[src/rtl/mips_trace_pkg.sv]
`default_nettype none
// ============================================================================
// Module   : mips_trace_pkg
// Purpose  : Shared record layout and kind encodings for the MIPS trace path.
// Revision : 1.0  initial release
// ============================================================================
package mips_trace_pkg;

  localparam logic KIND_REG = 1'b0;
  localparam logic KIND_MEM = 1'b1;

  // Record layout: {kind, pc, addr, data}
  localparam int REC_W    = 97;
  localparam int OFF_DATA = 0;
  localparam int OFF_ADDR = 32;
  localparam int OFF_PC   = 64;
  localparam int OFF_KIND = 96;

  typedef logic [REC_W-1:0] rec_t;

  function automatic rec_t pack_rec(input logic        kind,
                                    input logic [31:0] pc,
                                    input logic [31:0] addr,
                                    input logic [31:0] data);
    return {kind, pc, addr, data};
  endfunction

endpackage
`default_nettype wire

[src/rtl/trace_fifo_2w1r.sv]
`default_nettype none
// ============================================================================
// Module   : trace_fifo_2w1r
// Purpose  : FIFO with up to two ordered writes and one pop per cycle,
//            combinational head read, occupancy level.
// Revision : 1.0  initial release
// ============================================================================
module trace_fifo_2w1r #(
  parameter  int DEPTH = 16,
  parameter  int W     = 97,
  localparam int PTR_W = $clog2(DEPTH),
  localparam int LVL_W = PTR_W + 1
) (
  input  logic             clk,
  input  logic             reset,
  input  logic [1:0]       i_push_cnt,   // 0..2 records this cycle
  input  logic [W-1:0]     i_wdata0,     // goes to slot wptr
  input  logic [W-1:0]     i_wdata1,     // goes to slot wptr+1
  input  logic             i_pop,
  output logic [W-1:0]     o_rdata,
  output logic [LVL_W-1:0] o_level
);

  logic [W-1:0]     r_mem [DEPTH];
  logic [PTR_W-1:0] r_wptr;
  logic [PTR_W-1:0] r_rptr;
  logic [LVL_W-1:0] r_level;
  logic [PTR_W-1:0] w_wptr1;

  // DEPTH is a power of two, so the pointer arithmetic wraps by itself.
  assign w_wptr1 = r_wptr + 1'b1;

  // Storage needs no reset: the head is only consumed while level != 0.
  always_ff @(posedge clk) begin
    if (i_push_cnt != 2'd0) r_mem[r_wptr]  <= i_wdata0;
    if (i_push_cnt == 2'd2) r_mem[w_wptr1] <= i_wdata1;
  end

  // Pointer and occupancy bookkeeping.
  always_ff @(posedge clk or posedge reset) begin
    if (reset) begin
      r_wptr  <= '0;
      r_rptr  <= '0;
      r_level <= '0;
    end else begin
      r_wptr  <= r_wptr + PTR_W'(i_push_cnt);
      r_rptr  <= r_rptr + PTR_W'(i_pop);
      r_level <= r_level + LVL_W'(i_push_cnt) - LVL_W'(i_pop);
    end
  end

  assign o_rdata = r_mem[r_rptr];
  assign o_level = r_level;

endmodule
`default_nettype wire

[src/rtl/wb_trace_collector.sv]
`default_nettype none
// ============================================================================
// Module   : wb_trace_collector
// Purpose  : Captures register-file and data-memory writes of the MIPS core
//            into an ordered trace stream; drops whole cycles on overflow.
// Revision : 1.0  initial release
// ============================================================================
module wb_trace_collector
  import mips_trace_pkg::*;
#(
  parameter  int DEPTH  = 16,
  parameter  int DROP_W = 16,
  localparam int LVL_W  = $clog2(DEPTH) + 1
) (
  input  logic              clk,
  input  logic              reset,
  input  logic              en,
  input  logic [31:0]       pc,
  input  logic              reg_we,
  input  logic [4:0]        reg_waddr,
  input  logic [31:0]       reg_wdata,
  input  logic              mem_we,
  input  logic [31:0]       mem_addr,
  input  logic [31:0]       mem_wdata,
  output logic              trace_valid,
  input  logic              trace_ready,
  output logic              trace_kind,
  output logic [31:0]       trace_pc,
  output logic [31:0]       trace_addr,
  output logic [31:0]       trace_data,
  output logic [LVL_W-1:0]  level,
  output logic              overflow,
  output logic [DROP_W-1:0] drop_cnt
);

  localparam int FREE_W = LVL_W + 1;

  logic              w_req_r;
  logic              w_req_m;
  logic [1:0]        w_n;
  logic              w_fire;
  logic [FREE_W-1:0] w_free;
  logic              w_accept;
  logic              w_drop;
  logic [1:0]        w_push_cnt;
  rec_t              w_rec_reg;
  rec_t              w_rec_mem;
  rec_t              w_wdata0;
  rec_t              w_head;
  rec_t              w_head_g;
  logic [DROP_W:0]   w_drop_sum;
  logic              r_overflow;
  logic [DROP_W-1:0] r_drop_cnt;

  // Writes to $0 are architecturally invisible and never traced.
  assign w_req_r   = en && reg_we && (reg_waddr != 5'd0);
  assign w_req_m   = en && mem_we;
  assign w_n       = {1'b0, w_req_r} + {1'b0, w_req_m};
  assign w_rec_reg = pack_rec(KIND_REG, pc, {27'b0, reg_waddr}, reg_wdata);
  assign w_rec_mem = pack_rec(KIND_MEM, pc, mem_addr, mem_wdata);

  assign trace_valid = (level != '0);
  assign w_fire      = trace_valid && trace_ready;

  // Admission is all-or-nothing per cycle; a pop this cycle frees a slot.
  always_comb begin
    w_free     = FREE_W'(DEPTH) - FREE_W'(level) + FREE_W'(w_fire);
    w_accept   = (FREE_W'(w_n) <= w_free);
    w_drop     = (w_n != 2'd0) && !w_accept;
    w_push_cnt = w_accept ? w_n : 2'd0;
    // Register record always precedes the memory record of the same cycle.
    w_wdata0   = w_req_r ? w_rec_reg : w_rec_mem;
    w_drop_sum = {1'b0, r_drop_cnt} + (DROP_W+1)'(w_n);
  end

  trace_fifo_2w1r #(
    .DEPTH (DEPTH),
    .W     (REC_W)
  ) u_fifo (
    .clk        (clk),
    .reset      (reset),
    .i_push_cnt (w_push_cnt),
    .i_wdata0   (w_wdata0),
    .i_wdata1   (w_rec_mem),
    .i_pop      (w_fire),
    .o_rdata    (w_head),
    .o_level    (level)
  );

  // Sticky overflow flag and saturating drop counter.
  always_ff @(posedge clk or posedge reset) begin
    if (reset) begin
      r_overflow <= 1'b0;
      r_drop_cnt <= '0;
    end else if (w_drop) begin
      r_overflow <= 1'b1;
      r_drop_cnt <= w_drop_sum[DROP_W] ? {DROP_W{1'b1}} : w_drop_sum[DROP_W-1:0];
    end
  end

  // Outputs read zero while empty so stale storage never leaks out.
  assign w_head_g   = trace_valid ? w_head : '0;
  assign trace_kind = w_head_g[OFF_KIND];
  assign trace_pc   = w_head_g[OFF_PC +: 32];
  assign trace_addr = w_head_g[OFF_ADDR +: 32];
  assign trace_data = w_head_g[OFF_DATA +: 32];
  assign overflow   = r_overflow;
  assign drop_cnt   = r_drop_cnt;

endmodule
`default_nettype wire
[config.mk]
export PLATFORM = sky130hd
export DESIGN_NAME = wb_trace_collector
export DESIGN_NICKNAME = d
export VERILOG_FILES = /design/src/rtl/mips_trace_pkg.sv /design/src/rtl/trace_fifo_2w1r.sv /design/src/rtl/wb_trace_collector.sv
export SDC_FILE = /design/constraint.sdc
export NUM_CORES = 2
export LEC_CHECK = 0
export CORE_MARGIN = 2
export CORE_UTILIZATION = 60
export DETAILED_ROUTE_END_ITERATION = 10
export PLACE_DENSITY = 0.83
export SKIP_CTS_REPAIR_TIMING = 1
export SLEW_MARGIN = 5
export SYNTH_ARGS = -nofsm -noshare
export SYNTH_HDL_FRONTEND = slang
export SYNTH_SLANG_ARGS = --single-unit
[constraint.sdc]
create_clock -name clk -period 12.7 [get_ports clk]
set_clock_uncertainty 0.2 [all_clocks]
set_input_delay 3.175 -clock clk [delete_from_list [all_inputs] [get_ports clk]]
set_output_delay 3.175 -clock clk [all_outputs]
set_load 0.05 [all_outputs]
==> key figures <==
Status
  – Run status: finished clean

Route
  – Metal-1 WL: 74500 microns
  – Antenna viol nets, final: 0
  – Wire per inst: 34.4 microns
  – DR DRC count: 0
  – Highest routed layer: met5
  – Total number of vias: 50500
  – DR iter-0 viols: 9571
  – Final WL: 232000 microns
  – Routed wl met2: 104000 microns
  – Vias/cell: 7.50
  – Pre-Repair DR Iteration Count: 9
  – Routed wl met3: 37900 microns

Pwr
  – Combinational Power Share: 0.396
  – Sw Share: 0.373
  – Max VDD drop: 0.301 mV
  – Lkg Pwr: 26.6 nW
  – P_sw: 7.05 mW
  – Cell internal pwr: 11.9 mW
  – Sequential share of power: 0.354
  – PwrDens: 224 nW/um^2
  – Clock share of power: 0.250

Logic synthesis
  – Synth cell types: 63
  – Register area share after synthesis: 0.625
  – Cells after Synth: 4920
  – EDFF count, synth: 1536
  – Top_reg_cell synth: edfxtp_1
  – Post-Syn Area per Cell: 15.3 sq um
  – Net Count, Synth: 5082
  – Fraction of registers with async set/reset: 0.0190
  – Seq cells post-synth: 1582
  – Ys Warns: 0
  – Mapped Area: 75500 sq um

GRT
  – Initial antenna violation count: 12
  – Grt ovf: 0
  – Total Routing Usage GR: 0.361
  – Pin count of the biggest net entering global routing: 159
  – First-pass GRT wire length: 334000 microns
  – Vias in the first global route: 50200

Final layout
  – Most common cell after layout, fill and taps aside: edfxtp_1
  – Final Non-Filler Cells: 6734
  – Most frequent cells in the layout: 1536 x edfxtp_1, 681 x and2_1, 485 x mux4_2
  – P&R area growth vs syn: 11.8%
  – Cell area after layout: 84400 sq um
  – Share of layout cells above drive strength 1: 0.185
  – Fin util: 0.674
  – Filler instances: 7922
  – Nets: 5105

Placement
  – IO Port Bufs: 258
  – Gpl congestion: 0.929
  – Placed wire-length estimate: 124000 microns
  – Placed cells: 6432
  – Post-DP Area: 79200 sq um

STA
  – Slew Viols, Final: 0
  – TNS Setup: 0 ns
  – Slew @ Worst Pin: 1.41 ns
  – Finish-stage setup viols: 0
  – Final min period: 8.79 ns
  – Max Fclk: 0.114 GHz
  – Final hold violations: 0
  – Slew HR: 0.0593
  – Final period utilization: 0.692
  – RSZ-0062 raised after global routing: false

Clock tree
  – CTS tree: built
  – Root buffer cell: clkbuf_16
  – H-tree level count: 4
  – Clock sink total: 1582
  – Clk pin slew, worst setup/hold paths: 0.06 ns
  – Clk_lat worst skew: 0.82 ns
  – Cts bufs inserted: 159
  – Clk buf depth: 3

Floorplan
  – CORE AREA: 125000 sq um
  – Die ar.: 129000 sq um
  – Die Span X: 359 microns
  – Die H: 359 microns
  – Top Ports: 259
  – Starting Density: 0.603
  – Num rows: 130

Worst setup path
  – Crit Path Category: reg2out
  – Critical Path End Type: output pin
  – Critical Path Start Type: register
  – Reg2Reg Depth: 18
  – Critical Path RT: 9.32 ns
  – Arrival time at the worst endpoint: 5.41 ns
  – Crit path max fanout: 158

Job
  – Max cap viols: 0

Hold path
  – Hold Path Depth: 1
  – Worst min path class: reg2reg
-- critical path, cell delays in order, from the launching register on --
cell and delay [ns]:
dfrtp_4 0.87, buf_12 0.80, buf_12 0.55, mux4_2 0.48, mux4_2 0.60, and2_1 0.20
clkdlybuf4s50_1 0.70
-- metal layers --
metal	vias to the layer above	GRT usage
li1	19600	-
met1	24800	0.464
met2	5014	0.539
met3	1081	0.130
met4	15	0.195
met5	-	0.00889
-- state kept, by name (all words and copies together) (netlist names) --
name	count
u_fifo.o_level	5
drop_cnt	16
u_fifo.r_wptr	4
overflow	1
u_fifo.r_mem	1552
u_fifo.r_rptr	4
-- area by class of cell --
cell class / count / area (sq um) / share of cell area
multi-input combinational: 2767 / 26100 / 0.309
clock buffer: 204 / 4280 / 0.0507
tap: 1650 / 2060 / 0.0245
clock inverter: 91 / 885 / 0.0105
antenna: 7 / 17.5 / 0.000208
inverter: 36 / 200 / 0.00237
timing repair buffer: 397 / 3690 / 0.0437
sequential: 1582 / 47200 / 0.559
-- final timing paths --
kind	from	endpoint	slack, ns
worst max-delay path	u_fifo.r_rptr[1]	trace_data[24]	3.91
worst min-delay path	u_fifo.r_mem[5][96]	u_fifo.r_mem[5][96]	0.26
worst max register to register	u_fifo.o_level[3]	u_fifo.r_mem[3][69]	5.57
worst min register to register	u_fifo.r_mem[5][96]	u_fifo.r_mem[5][96]	0.26
max in group asynchronous	reset	u_fifo.r_rptr[0]	9.36
min in group asynchronous	reset	overflow	2.56
-- Yosys cell counts, drive strengths merged (2+ instances only) --
master | n | area share
mux2 | 6 | 0.00090
xnor2 | 4 | 0.00046
buf | 222 | 0.016
a21oi | 32 | 0.0027
edfxtp | 1536 | 0.61
o2bb2ai | 210 | 0.024
a21o | 27 | 0.0027
o22ai | 148 | 0.012
o211ai | 2 | 0.00045
dfrtp | 30 | 0.0099
nor4 | 4 | 0.00093
and2 | 682 | 0.057
and3 | 109 | 0.0090
xor2 | 4 | 0.00046
mux4 | 485 | 0.14
a211oi | 453 | 0.045
nor2 | 308 | 0.016
fa | 3 | 0.00080
nand2b | 5 | 0.00041
or4 | 2 | 0.00020
or2 | 5 | 0.00041
nand3 | 30 | 0.0021
nand4 | 7 | 0.00058
nor2b | 5 | 0.00041
inv | 36 | 0.0019
nand2 | 126 | 0.0063
mux2i | 37 | 0.0049
and4 | 5 | 0.00058
nor3 | 7 | 0.0012
a22o | 4 | 0.00046
a41oi | 3 | 0.00035
clkbuf | 313 | 0.016
or3 | 15 | 0.0012
ha | 20 | 0.0033
nor3b | 2 | 0.00020
dfxtp | 16 | 0.0042
a31oi | 7 | 0.00058
-- per-stage QoR --
| step | hold WS [ns] | worst slack (ns) | power (mW) |
|---|---|---|---|
| final | 0.255 | 3.91 | 18.9 |
| after global routing | 0.279 | 3.89 | 19.3 |
| after CTS | 0.255 | 4.06 | 18.8 |
| after detailed placement | 0.241 | 3.60 | 14.1 |
| after global placement | 0.229 | 3.65 | 14.0 |
| after floorplan | 0.221 | 3.56 | 11.7 |
-- power groups by stage --
stage	Sequential [mW]	Combinational [mW]	Clock (mW)
6_report	6.70	7.48	4.73
5_1_grt	6.73	7.71	4.90
4_1_cts	6.68	7.38	4.71
3_5_place_dp	6.78	7.33	0
3_3_place_gp	6.75	7.26	0
2_1_floorplan	6.61	5.11	0
-- cells by family after synthesis --
group	count (synthesis)	share of synthesized area
DFF	1582	0.625
and+or+nand+nor	1316	0.0960
AOI/OAI and AO/OA	892	0.0900
buffers and inverters	571	0.0331
muxes	528	0.151
adders and majority gates	23	0.00411
xor gates and xnor gates	8	0.000928
(Power assumes the default switching activity.)
